--- src/rtl/if_fetch_unit.sv ---
// Instruction-fetch stage: owns the PC, runs a single-outstanding request/response
// handshake with instruction memory and drives the IF/ID pipeline register.
module if_fetch_unit #(
  parameter logic [31:0] RESET_PC = 32'h0000_0000,
  parameter logic [31:0] NOP_INST = 32'h0000_0013
) (
  input  logic        clk,
  input  logic        rst_n,
  input  logic        stall,
  input  logic        redirect_valid,
  input  logic [31:0] redirect_pc,
  output logic        imem_req,
  output logic [31:0] imem_addr,
  input  logic        imem_ready,
  input  logic        imem_rvalid,
  input  logic [31:0] imem_rdata,
  output logic [31:0] IF_ID_inst,
  output logic [31:0] IF_ID_pc,
  output logic        IF_ID_valid
);

  typedef enum logic [1:0] {
    ST_IDLE = 2'd0,
    ST_WAIT = 2'd1,
    ST_HOLD = 2'd2
  } state_t;

  state_t      state_q;
  logic [31:0] pc_q;
  logic [31:0] req_addr_q;
  logic [31:0] hold_inst_q;
  logic [31:0] hold_pc_q;
  logic        discard_q;

  logic [31:0] redirect_target;
  logic        accept;
  logic        resp_live;
  logic        deliver_now;
  logic [31:0] deliver_inst;
  logic [31:0] deliver_pc;

  assign redirect_target = redirect_pc & 32'hFFFF_FFFC;

  // A follow-on request is only issued in WAIT when the live response is
  // consumed immediately, keeping at most one request in flight.
  assign imem_req = rst_n && !redirect_valid &&
                    ((state_q == ST_IDLE) ||
                     ((state_q == ST_WAIT) && imem_rvalid && !discard_q && !stall));
  assign imem_addr = pc_q;
  assign accept    = imem_req && imem_ready;

  assign resp_live    = (state_q == ST_WAIT) && imem_rvalid && !discard_q;
  assign deliver_now  = !redirect_valid && !stall && (resp_live || (state_q == ST_HOLD));
  assign deliver_inst = (state_q == ST_HOLD) ? hold_inst_q : imem_rdata;
  assign deliver_pc   = (state_q == ST_HOLD) ? hold_pc_q   : req_addr_q;

  always_ff @(posedge clk or negedge rst_n) begin
    if (!rst_n) begin
      state_q     <= ST_IDLE;
      pc_q        <= RESET_PC;
      req_addr_q  <= 32'h0;
      hold_inst_q <= 32'h0;
      hold_pc_q   <= 32'h0;
      discard_q   <= 1'b0;
      IF_ID_inst  <= NOP_INST;
      IF_ID_pc    <= 32'h0;
      IF_ID_valid <= 1'b0;
    end else if (redirect_valid) begin
      pc_q        <= redirect_target;
      hold_inst_q <= 32'h0;
      hold_pc_q   <= 32'h0;
      IF_ID_inst  <= NOP_INST;
      IF_ID_valid <= 1'b0;
      case (state_q)
        ST_WAIT: begin
          // Without a response this cycle the old fetch is still in flight and
          // must be thrown away when it finally returns.
          if (imem_rvalid) begin
            state_q   <= ST_IDLE;
            discard_q <= 1'b0;
          end else begin
            discard_q <= 1'b1;
          end
        end
        default: begin
          state_q   <= ST_IDLE;
          discard_q <= 1'b0;
        end
      endcase
    end else begin
      if (accept) begin
        pc_q       <= pc_q + 32'd4;
        req_addr_q <= pc_q;
      end

      case (state_q)
        ST_IDLE: begin
          if (accept) begin
            state_q <= ST_WAIT;
          end
        end
        ST_WAIT: begin
          if (imem_rvalid) begin
            if (discard_q) begin
              discard_q <= 1'b0;
              state_q   <= ST_IDLE;
            end else if (!stall) begin
              state_q <= accept ? ST_WAIT : ST_IDLE;
            end else begin
              hold_inst_q <= imem_rdata;
              hold_pc_q   <= req_addr_q;
              state_q     <= ST_HOLD;
            end
          end
        end
        ST_HOLD: begin
          if (!stall) begin
            state_q <= ST_IDLE;
          end
        end
        default: begin
          state_q <= ST_IDLE;
        end
      endcase

      if (!stall) begin
        if (deliver_now) begin
          IF_ID_inst  <= deliver_inst;
          IF_ID_pc    <= deliver_pc;
          IF_ID_valid <= 1'b1;
        end else begin
          IF_ID_inst  <= NOP_INST;
          IF_ID_valid <= 1'b0;
        end
      end
    end
  end

endmodule

--- config.mk ---
export PLATFORM = sky130hd
export DESIGN_NAME = if_fetch_unit
export DESIGN_NICKNAME = d
export VERILOG_FILES = /design/src/rtl/if_fetch_unit.sv
export SDC_FILE = /design/constraint.sdc
export NUM_CORES = 1
export LEC_CHECK = 0
export ABC_AREA = 1
export ABC_CLOCK_PERIOD_IN_PS = 4040
export CAP_MARGIN = 20
export CORE_UTILIZATION = 28
export CTS_CLUSTER_DIAMETER = 60
export DETAILED_ROUTE_END_ITERATION = 8
export PLACE_DENSITY = 0.59
export SYNTH_ARGS = -nofsm -noshare
export SYNTH_HDL_FRONTEND = slang
export SYNTH_SLANG_ARGS = --single-unit
--- constraint.sdc ---
create_clock -name clk -period 4.04 [get_ports clk]
set_input_delay 0.606 -clock clk [delete_from_list [all_inputs] [get_ports clk]]
set_output_delay 0.606 -clock clk [all_outputs]
set_load 0.005 [all_outputs]
==> results of run 1 <==
cells by family (layout without fill, tap and decap cells):
kind of cell | count (synthesis) | in the layout
DFF | 190 | 190
adders and majority gates | 1 | 1
AOI/OAI and AO/OA | 176 | 176
xor gates and xnor gates | 5 | 5
other | 1 | 2
and+or+nand+nor | 591 | 591
buffers and inverters | 178 | 319
area by class of cell:
type                            count  area (µm²)
Clock inverter                     11         156
Timing Repair Buffer              177        1750
Multi-Input combinational cell    775        3640
Fill cell                        3385       20700
Tap cell                          442         553
Inverter                          112         423
Sequential cell                   190        4760
Clock buffer                       19         443
state kept, by name, indices dropped and copies added, names as in the netlist:
| signal | flops |
|---|---|
| IF_ID_inst | 32 |
| hold_inst_q | 32 |
| IF_ID_pc | 31 |
| hold_pc_q | 31 |
| imem_addr | 30 |
| req_addr_q | 30 |
| state_q | 2 |
| IF_ID_valid | 1 |
| discard_q | 1 |
per-stage QoR:
step / hold slack (ps) / power, µW / instances / setup WS [ps]
2_1_floorplan: 310 / 2900 / 1143 / 2420
3_3_place_gp: 463 / 3520 / 1696 / 986
3_5_place_dp: 469 / 3540 / 1696 / 943
4_1_cts: 103 / 5310 / 1726 / 1250
5_1_grt: 102 / 5550 / 1726 / 1170
6_report: 97.6 / 5250 / 1726 / 1230
cells in the mapped netlist:
cell type    n
a22oi_1      1
buf_1        1
buf_2       32
buf_4        5
buf_6       12
clkbuf_1    16
clkinv_1     1
conb_1       1
dfrtp_1    187
dfstp_2      3
ha_1         1
inv_1      106
inv_2        4
inv_4        1
nand2_1    291
nand2_2      3
nand3_1    119
nand3_2      3
nand4_1      6
nor2_1     161
nor2_2       5
nor2_4       2
o21a_1       1
o21ai_0     59
o21ai_1     49
o21ai_4      1
o22ai_1      5
o31ai_1     45
o31ai_2     15
or2_2        1
xnor2_1      1
xor2_1       4
power by group through the flow:
stage	clock network, µW	logic [µW]	registers [µW]
floorplan	0	484	2420
global placement	0	1050	2470
CTS	1800	1070	2450
global route	1880	1180	2490
finish	1760	1040	2440
detailed placement	0	1060	2480
worst max path at each step:
stage	endpoint	slack, ps	cells after the start
after floorplan	imem_req	2420	5
after global placement	hold_pc_q[6]$_DFFE_PN0P_	990	7
after detailed placement	hold_pc_q[6]$_DFFE_PN0P_	940	7
after CTS	imem_req	1250	7
after global routing	imem_req	1170	7
final	imem_req	1230	7
routing by layer:
layer	GRT usage (%)	part of all wire [%]
met3	3.28	5.9
met4	3.77	1.3
met2	24.6	44
met5	0	0
met1	22.6	49
==> reports/metrics.cfg, run 1 <==
[run_status]
status = finished clean

[job]
max_cap_violations = 0

[power]
leakage_uw = 0.00523
clock_power_share_pct = 33.5
p_sw_uw = 1520
swShare_pct = 29.0
p_per_area_mw_per_mm2 = 447
pwr-share-seq_pct = 46.6
ir_drop_mv = 0.296
p_comb_share_pct = 19.9
internal-power_uw = 3730

[setup_path]
reg2reg_from = imem_addr[2]$_DFFE_PN0P_
cp.arrival_ps = 2210
r2r_slack_ps = 1850
worst-endpoint-required_ps = 3430
max_stage_delay_ps = 500
end_kind = output port
r2r_cells = 10
startpoint = stall
cp_top_family = buffers and inverters
setup.worst_path.class = input pin to output port
worst_setup_path_start_kind = input pin
path_buf_inv = 4
crit_fanout = 3
path_cells = clkdlybuf4s50_1 > inv_1 > nand4_1 > nand2_1 > nand2_1 > inv_1 > clkdlybuf4s50_1
slowest_stage = clkdlybuf4s50_1
r2r-end = imem_addr[12]$_DFFE_PN0P_

[yosys]
avgSynthCellArea_um2 = 8.06
ys_warn_count = 0
synthCells = 1142
synth_seq_area_share_pct = 51.7
ys_ff_latch = 190
synthDistinctLibCells = 32
synth_area_leader_cell = dfrtp_1
synth.mux.area_fraction_pct = 0
synth_top_family_by_area = simple AND/OR/NAND/NOR gates
synth-simple-area-share_pct = 26.5
synth_area_leaders = dfrtp_1 51%, nand2_1 12%, nor2_1 6.6%
syn_area_mm2 = 0.00921
synth-xor-area-share_pct = 0.476
synth_top_area_share_pct = 50.8
synth_compound_area_share_pct = 12.3
synth_fa_ha_area_share_pct = 0.136

[clock_tree]
ctsHoldBuffers = 0
numClockSinks = 190
clk_pin_slew_ps = 70
cts_setup_buffers = 0
cts_resized = 0
clk_latency_ps = 430
cts_tree = yes
clockBufferDepth = 2
cts_max_level = 4
cts_inserted_buffers = 17
cts_root_buffer = clkbuf_16

[global_routing]
grt_overflow_total = 0
grt_usage_pct = 15.9
grt_pass1_vias = 7664
grt_pass1_wl_um = 41800
grt_max_degree = 67
antenna_found_initial = 0

[floorplan]
coreArea_mm2 = 0.0325
io_pins = 168
die-height_um = 183
initial_core_util_pct = 28.4
dieArea_mm2 = 0.0336
rows = 66
die_w_um = 183

[layout]
area_growth_syn_to_layout_pct = 27.4
diodes = 0
drive_gt1_share_pct = 6.46
nets = 1344
mostFrequentLayoutCells = 290 x nand2_1, 187 x dfrtp_1, 162 x clkdlybuf4s50_1
final_cell_area_mm2 = 0.0117
final_util_pct = 36.1
layout_commonest_cell = nand2_1

[timing]
tightestPinTransition_ps = 793
setup_viol = 0
slew_headroom_pct = 47.1
final.setup_skew_ps = 11.5
finalHoldViolations = 0
fin_crit_sh_pct = 69.7
fin_setup_tns_ps = 0
rsz0062_at_grt = false
max_freq_ghz = 0.355
slew_viol_final = 0
layout_min_cycle_time_ps = 2810

[route]
vias = 7931
routedWlPerCell_um = 15.0
first_pass_iters = 6
wl_um = 25900
detail-route-antenna-nets = 0
drt_iter0_drc = 624
viasPerCell = 4.60
drc = 0

[placed_design]
place_hpwl_um = 17700
place.gp.congestion = 0.920
place_area_mm2 = 0.0111
portBuffers = 163

[worst_hold_path]
hold_class = input pin to asynchronous set/reset pin

(Power assumes the default switching activity.)
==> run 2, diff against run 1 <==
Settings changed: ABC_CLOCK_PERIOD_IN_PS 4040 to 2800.
Clock period 4.04 ns to 2.8 ns, I/O delays scaled along.
==> run 2 against run 1 <==
Against the previous run:
- worst setup slack worse by 1000 ps
- critical path depth unchanged
- register-to-register slack got worse by 1300 ps
==> reports/metrics.cfg, run 2 (synthesis gave the netlist of run 1 again) <==
[run_status]
status = finished clean

[timing]
hold_ws_ps = 415  ; +318 ps
max_freq_ghz = 0.388
layout_min_cycle_time_ps = 2580
setup_viol = 0  ; unchanged
slew_viol_final = 0  ; unchanged
fin_crit_sh_pct = 92.0
tightestPinTransition_ps = 759  ; -34.2 ps
final.setup_skew_ps = 8.89  ; -2.60 ps
rsz0062_at_grt = false
finalHoldViolations = 0  ; unchanged
slew_headroom_pct = 49.4  ; +2.3 points
fin_setup_tns_ps = 0  ; unchanged

[clock_tree]
cts_setup_buffers = 0  ; unchanged
clk_pin_slew_ps = 70  ; about the same
cts_tree = yes
ctsHoldBuffers = 1  ; +1
clockBufferDepth = 2  ; unchanged
cts_inserted_buffers = 17  ; unchanged
cts_root_buffer = clkbuf_16
cts_resized = 0  ; unchanged
clk_latency_ps = 430  ; about the same
numClockSinks = 190  ; unchanged
cts_max_level = 4  ; unchanged

[power]
ir_drop_mv = 0.443  ; +50%
p_per_area_mw_per_mm2 = 625  ; +40%
leakage_uw = 0.00524  ; +0.19%
total_power_uw = 7350  ; +40%

[route]
drt_iter0_drc = 590  ; -5.4%
top_layer = met4
routedWlPerCell_um = 15.1  ; +0.41%
wl_met3_um = 1230  ; -19%
drc = 0  ; unchanged
detail-route-antenna-nets = 0  ; unchanged
viasPerCell = 4.58  ; -0.27%
met2_wirelength_um = 11500  ; +0.59%
m1WireLength_um = 13200  ; +3.9%
wl_um = 26200  ; +0.88%
vias = 7946  ; +0.19%
first_pass_iters = 5  ; -1

[placed_design]
place_area_mm2 = 0.0112  ; +0.67%
portBuffers = 163  ; unchanged
place.gp.congestion = 0.875  ; -4.8%
dpl.cell_count = 1701  ; +0.29%
place_hpwl_um = 18100  ; +2.6%

[setup_path]
max_stage_delay_ps = 540  ; +40 ps
worst_setup_path_start_kind = input pin
path_buf_inv = 5  ; +1
path_cells = dlygate4sd3_1 > clkbuf_8 > inv_1 > nor2_1 > nand2_1 > inv_1 > clkdlybuf4s50_1
slowest_stage = dlygate4sd3_1
cp.arrival_ps = 2160  ; -50 ps
crit_fanout = 20  ; +17
cp_top_family = buffers and inverters
setup.worst_path.class = input pin to output port
r2r-end = imem_addr[12]$_DFFE_PN0P_
worst-endpoint-required_ps = 2380  ; -1050 ps
r2r_cells = 10  ; unchanged
r2r_slack_ps = 590  ; -1260 ps
critPathMostFrequentCell = inv_1
end_kind = output port
reg2reg_from = imem_addr[3]$_DFFE_PN0P_

[layout]
nets = 1350  ; +0.45%
drive_gt1_share_pct = 6.89  ; +0.42 points
final_cell_area_mm2 = 0.0118  ; +0.32%
fillers = 3398  ; +0.38%
area_growth_syn_to_layout_pct = 27.8
mostFrequentLayoutCells = 290 x nand2_1, 187 x dfrtp_1, 162 x clkdlybuf4s50_1
top_regs = IF_ID_inst: 32 flops, hold_inst_q: 32 flops
fin_cells = 1734  ; +0.46%
layout_commonest_cell = nand2_1
diodes = 0  ; unchanged

[floorplan]
io_pins = 168  ; unchanged
coreArea_mm2 = 0.0325  ; unchanged
rows = 66  ; unchanged
dieArea_mm2 = 0.0336  ; unchanged
die-height_um = 183  ; unchanged
initial_core_util_pct = 28.4  ; unchanged
die_w_um = 183  ; unchanged

[global_routing]
grt_max_degree = 114  ; +70%
grt_overflow_total = 0  ; unchanged
antenna_found_initial = 0  ; unchanged
grt_usage_pct = 16.1  ; +0.22 points
grt_pass1_wl_um = 42400  ; +1.5%
grt_pass1_vias = 7664  ; unchanged

[job]
max_cap_violations = 0  ; unchanged

[worst_hold_path]
hold_class = input pin to asynchronous set/reset pin

-- run 2: cell types whose count changed in the layout (fill, tap and decap cells not counted), moves of 2 or more --
| cell | change |
|---|---|
| buf_4 | +2 |
| inv_6 | -3 |
| bufinv_16 | -3 |
| clkinvlp_4 | +3 |
| inv_8 | +3 |
| buf_12 | +3 |
-- run 2: worst register-to-register path: stages (launching register included) --
cell	delay (ps)
dfrtp_1	500
ha_1	400
nand3_1	320
inv_2	200
nand2_2	120
nor2_2	220
nand2_1	80
nand3_1	100
nand2_1	60
nand2_1	60
nand2_1	50
-- run 2: final cells by class --
cell class	count	area (µm²)	area share (%)
inverters	112	423	3.59
well taps	442	553	4.70
clock inverters	12	105	0.893
multi-input cells	775	3640	30.9
clock buffers	20	447	3.80
repair buffers	183	1840	15.6
flip-flops and latches	190	4760	40.4
-- run 2: how the worst max path moves through the flow --
stage	from	end	slack (ps)	cells after the start
final	rst_n	imem_req	220	7
after global routing	rst_n	imem_req	90	7
after CTS	rst_n	imem_req	220	7
after detailed placement	stall	imem_req	390	7
after global placement	stall	imem_req	360	7
after floorplan	imem_addr[2]$_DFFE_PN0P_	imem_addr[28]$_DFFE_PN0P_	1260	10
-- run 2: per-stage QoR --
step | setup slack, ps | util (%)
after floorplan | 1260 | -
after global placement | 361 | 34.5
after detailed placement | 394 | 34.5
after CTS | 224 | 36.3
after global routing | 93.4 | 36.3
final | 223 | 36.3
-- run 2: power by group --
group	leakage [µW]	switching [µW]	internal (µW)	total, µW
registers	0.00248	352	3170	3520
clock network	0.000251	1130	1190	2320
logic	0.00251	732	782	1510
-- run 2: metal layers --
layer / vias to the layer above / global-route usage [%]
li1: 3962 / -
met1: 3752 / 23.4
met2: 217 / 24.8
met3: 15 / 2.92
met4: 0 / 3.47
met5: - / 0
==> run 3, diff against run 2 <==
Settings changed: CORE_MARGIN from default to 2, TNS_END_PERCENT from default to 1.
==> run 3 against run 2 <==
Against the previous run:
- critical path type unchanged
- worst hold slack got worse by 270 ps
- total power rose by 4.8%
- cell count fell by 0.29%
- register-to-register slack barely moved
- maximum frequency rose by 7.0%
- critical path depth did not move
- sequential power barely moved
- global-route usage fell by 0.46 points
==> reports/metrics.cfg, run 3 (synthesis gave the netlist of run 1 again) <==
[layout]
final_cell_area_mm2 = 0.0118  ; +0.46%
mostFrequentLayoutCells = 290 x nand2_1, 187 x dfrtp_1, 162 x clkdlybuf4s50_1
nets = 1348  ; -0.15%
drive_gt1_share_pct = 6.76  ; -0.13 points
diodes = 0  ; unchanged
top_regs = IF_ID_inst: 32 flops, hold_inst_q: 32 flops
layout_commonest_cell = nand2_1
area_growth_syn_to_layout_pct = 28.4

[timing]
finalHoldViolations = 0  ; unchanged
setup_viol = 0  ; unchanged
max_freq_ghz = 0.415  ; +7.0%
tightestPinTransition_ps = 765  ; +6.24 ps
fin_setup_tns_ps = 0  ; unchanged
rsz0062_at_grt = false
layout_min_cycle_time_ps = 2410  ; -168 ps
slew_headroom_pct = 49.0  ; -0.42 points
slew_viol_final = 0  ; unchanged
fin_crit_sh_pct = 86.0  ; -6.0 points
final.setup_skew_ps = 9.36  ; +0.465 ps

[clock_tree]
clockBufferDepth = 2  ; unchanged
clk_latency_ps = 430  ; about the same
cts_tree = yes
clk_pin_slew_ps = 70  ; about the same
numClockSinks = 190  ; unchanged
cts_setup_buffers = 0  ; unchanged
ctsHoldBuffers = 0  ; -1
cts_inserted_buffers = 17  ; unchanged
cts_root_buffer = clkbuf_16
cts_max_level = 4  ; unchanged
cts_resized = 0  ; unchanged

[route]
vias = 7886  ; -0.76%
wl_um = 26200  ; about the same
detail-route-antenna-nets = 0  ; unchanged
first_pass_iters = 5  ; unchanged
routedWlPerCell_um = 15.1  ; +0.36%
drc = 0  ; unchanged
drt_iter0_drc = 527  ; -11%
viasPerCell = 4.56  ; -0.47%

[placed_design]
place_hpwl_um = 17800  ; -2.0%
place_area_mm2 = 0.0112  ; -0.18%
place.gp.congestion = 0.847  ; -3.2%
portBuffers = 163  ; unchanged

[global_routing]
grt_overflow_total = 0  ; unchanged
antenna_found_initial = 0  ; unchanged
grt_max_degree = 131  ; +15%
grt_usage_pct = 15.6  ; -0.46 points
grt_pass1_wl_um = 41700  ; -1.6%
grt_pass1_vias = 7635  ; -0.38%

[setup_path]
worst_setup_path_start_kind = input pin
cp_top_family = buffers and inverters
worst-endpoint-required_ps = 2380  ; about the same
slowest_stage = clkdlybuf4s50_1
path_buf_inv = 4  ; -1
max_stage_delay_ps = 510  ; -30 ps
end_kind = output port
path_cells = clkdlybuf4s50_1 > inv_1 > nand4_1 > nand2_1 > nand2_1 > inv_1 > clkdlybuf4s50_1
setup.worst_path.class = input pin to output port
crit_fanout = 3  ; -85%
cp.arrival_ps = 1990  ; -170 ps

[floorplan]
die_w_um = 185  ; +1.1%
dieArea_mm2 = 0.0343  ; +2.2%
rows = 66  ; unchanged
io_pins = 168  ; unchanged
coreArea_mm2 = 0.0325  ; unchanged
initial_core_util_pct = 28.4  ; unchanged
die-height_um = 185  ; +1.1%

[run_status]
status = finished clean

[power]
leakage_uw = 0.00528  ; +0.76%
p_per_area_mw_per_mm2 = 652  ; +4.4%
ir_drop_mv = 0.451  ; +1.8%

[worst_hold_path]
hold_class = input pin to asynchronous set/reset pin

[job]
max_cap_violations = 0  ; unchanged

[run 3: cell types whose count changed in the layout (fill, tap and decap cells not counted)]
cell,previous run,this run
clkbuf_8,2,1
dlygate4sd3_1,1,0
clkinvlp_4,6,1
clkinv_4,1,3
inv_6,2,3
clkbuf_1,2,0
bufinv_16,0,5
inv_8,3,0
buf_12,4,3
[run 3: path summary, 6_finish.rpt]
check | cells past startpoint | slack (ps) | endpoint | from
max in group asynchronous | 2 | 2070 | req_addr_q[3]$_DFFE_PN0P_ | rst_n
hold reg to reg | 2 | 480 | IF_ID_inst[24]$_DFFE_PN0P_ | IF_ID_inst[24]$_DFFE_PN0P_
setup / recovery | 7 | 390 | imem_req | stall
hold / removal | 2 | 150 | IF_ID_pc[4]$_DFFE_PN0P_ | rst_n
setup reg to reg | 10 | 590 | imem_addr[12]$_DFFE_PN0P_ | imem_addr[2]$_DFFE_PN0P_
min in group clk | 2 | 480 | IF_ID_inst[24]$_DFFE_PN0P_ | IF_ID_inst[24]$_DFFE_PN0P_
[run 3: area by class of cell]
type | count | area (µm²)
Clock buffer | 17 | 425
Clock inverter | 12 | 210
Fill cell | 3368 | 20600
Inverter | 112 | 423
Multi-Input combinational cell | 775 | 3640
Sequential cell | 190 | 4760
Tap cell | 442 | 553
Timing Repair Buffer | 181 | 1810
[run 3: worst reg2reg max path, delay by kind of cell, from the launching register on]
kind | cells | cell delay (ps)
DFF | 1 | 500
buffers and inverters | 1 | 200
and+or+nand+nor | 8 | 1000
adders and majority gates | 1 | 390
[run 3: through the flow]
step,utilization (%),hold WS (ps),std cells,total power [µW],setup slack (ps)
after detailed placement,34.5,467,1700,5110,385
final,36.4,145,1729,7710,391
after global routing,36.4,241,1729,8160,249
after global placement,34.5,463,1700,5090,379
after floorplan,-,124,1143,4190,1260
after CTS,36.4,203,1729,7830,361
[run 3: power breakdown]
group	internal (µW)	switching [µW]
Combinational	780	732
Clock	1580	1090
Sequential	3170	355
Total	5530	2170
[run 3: metal layers]
layer | GRT usage [%] | wire (µm) | vias to the layer above
met5 | 0 | 0 | -
met2 | 23.9 | 11400 | 256
li1 | - | - | 3951
met4 | 4.70 | 366 | 0
met3 | 2.83 | 1590 | 19
met1 | 22.5 | 12800 | 3660
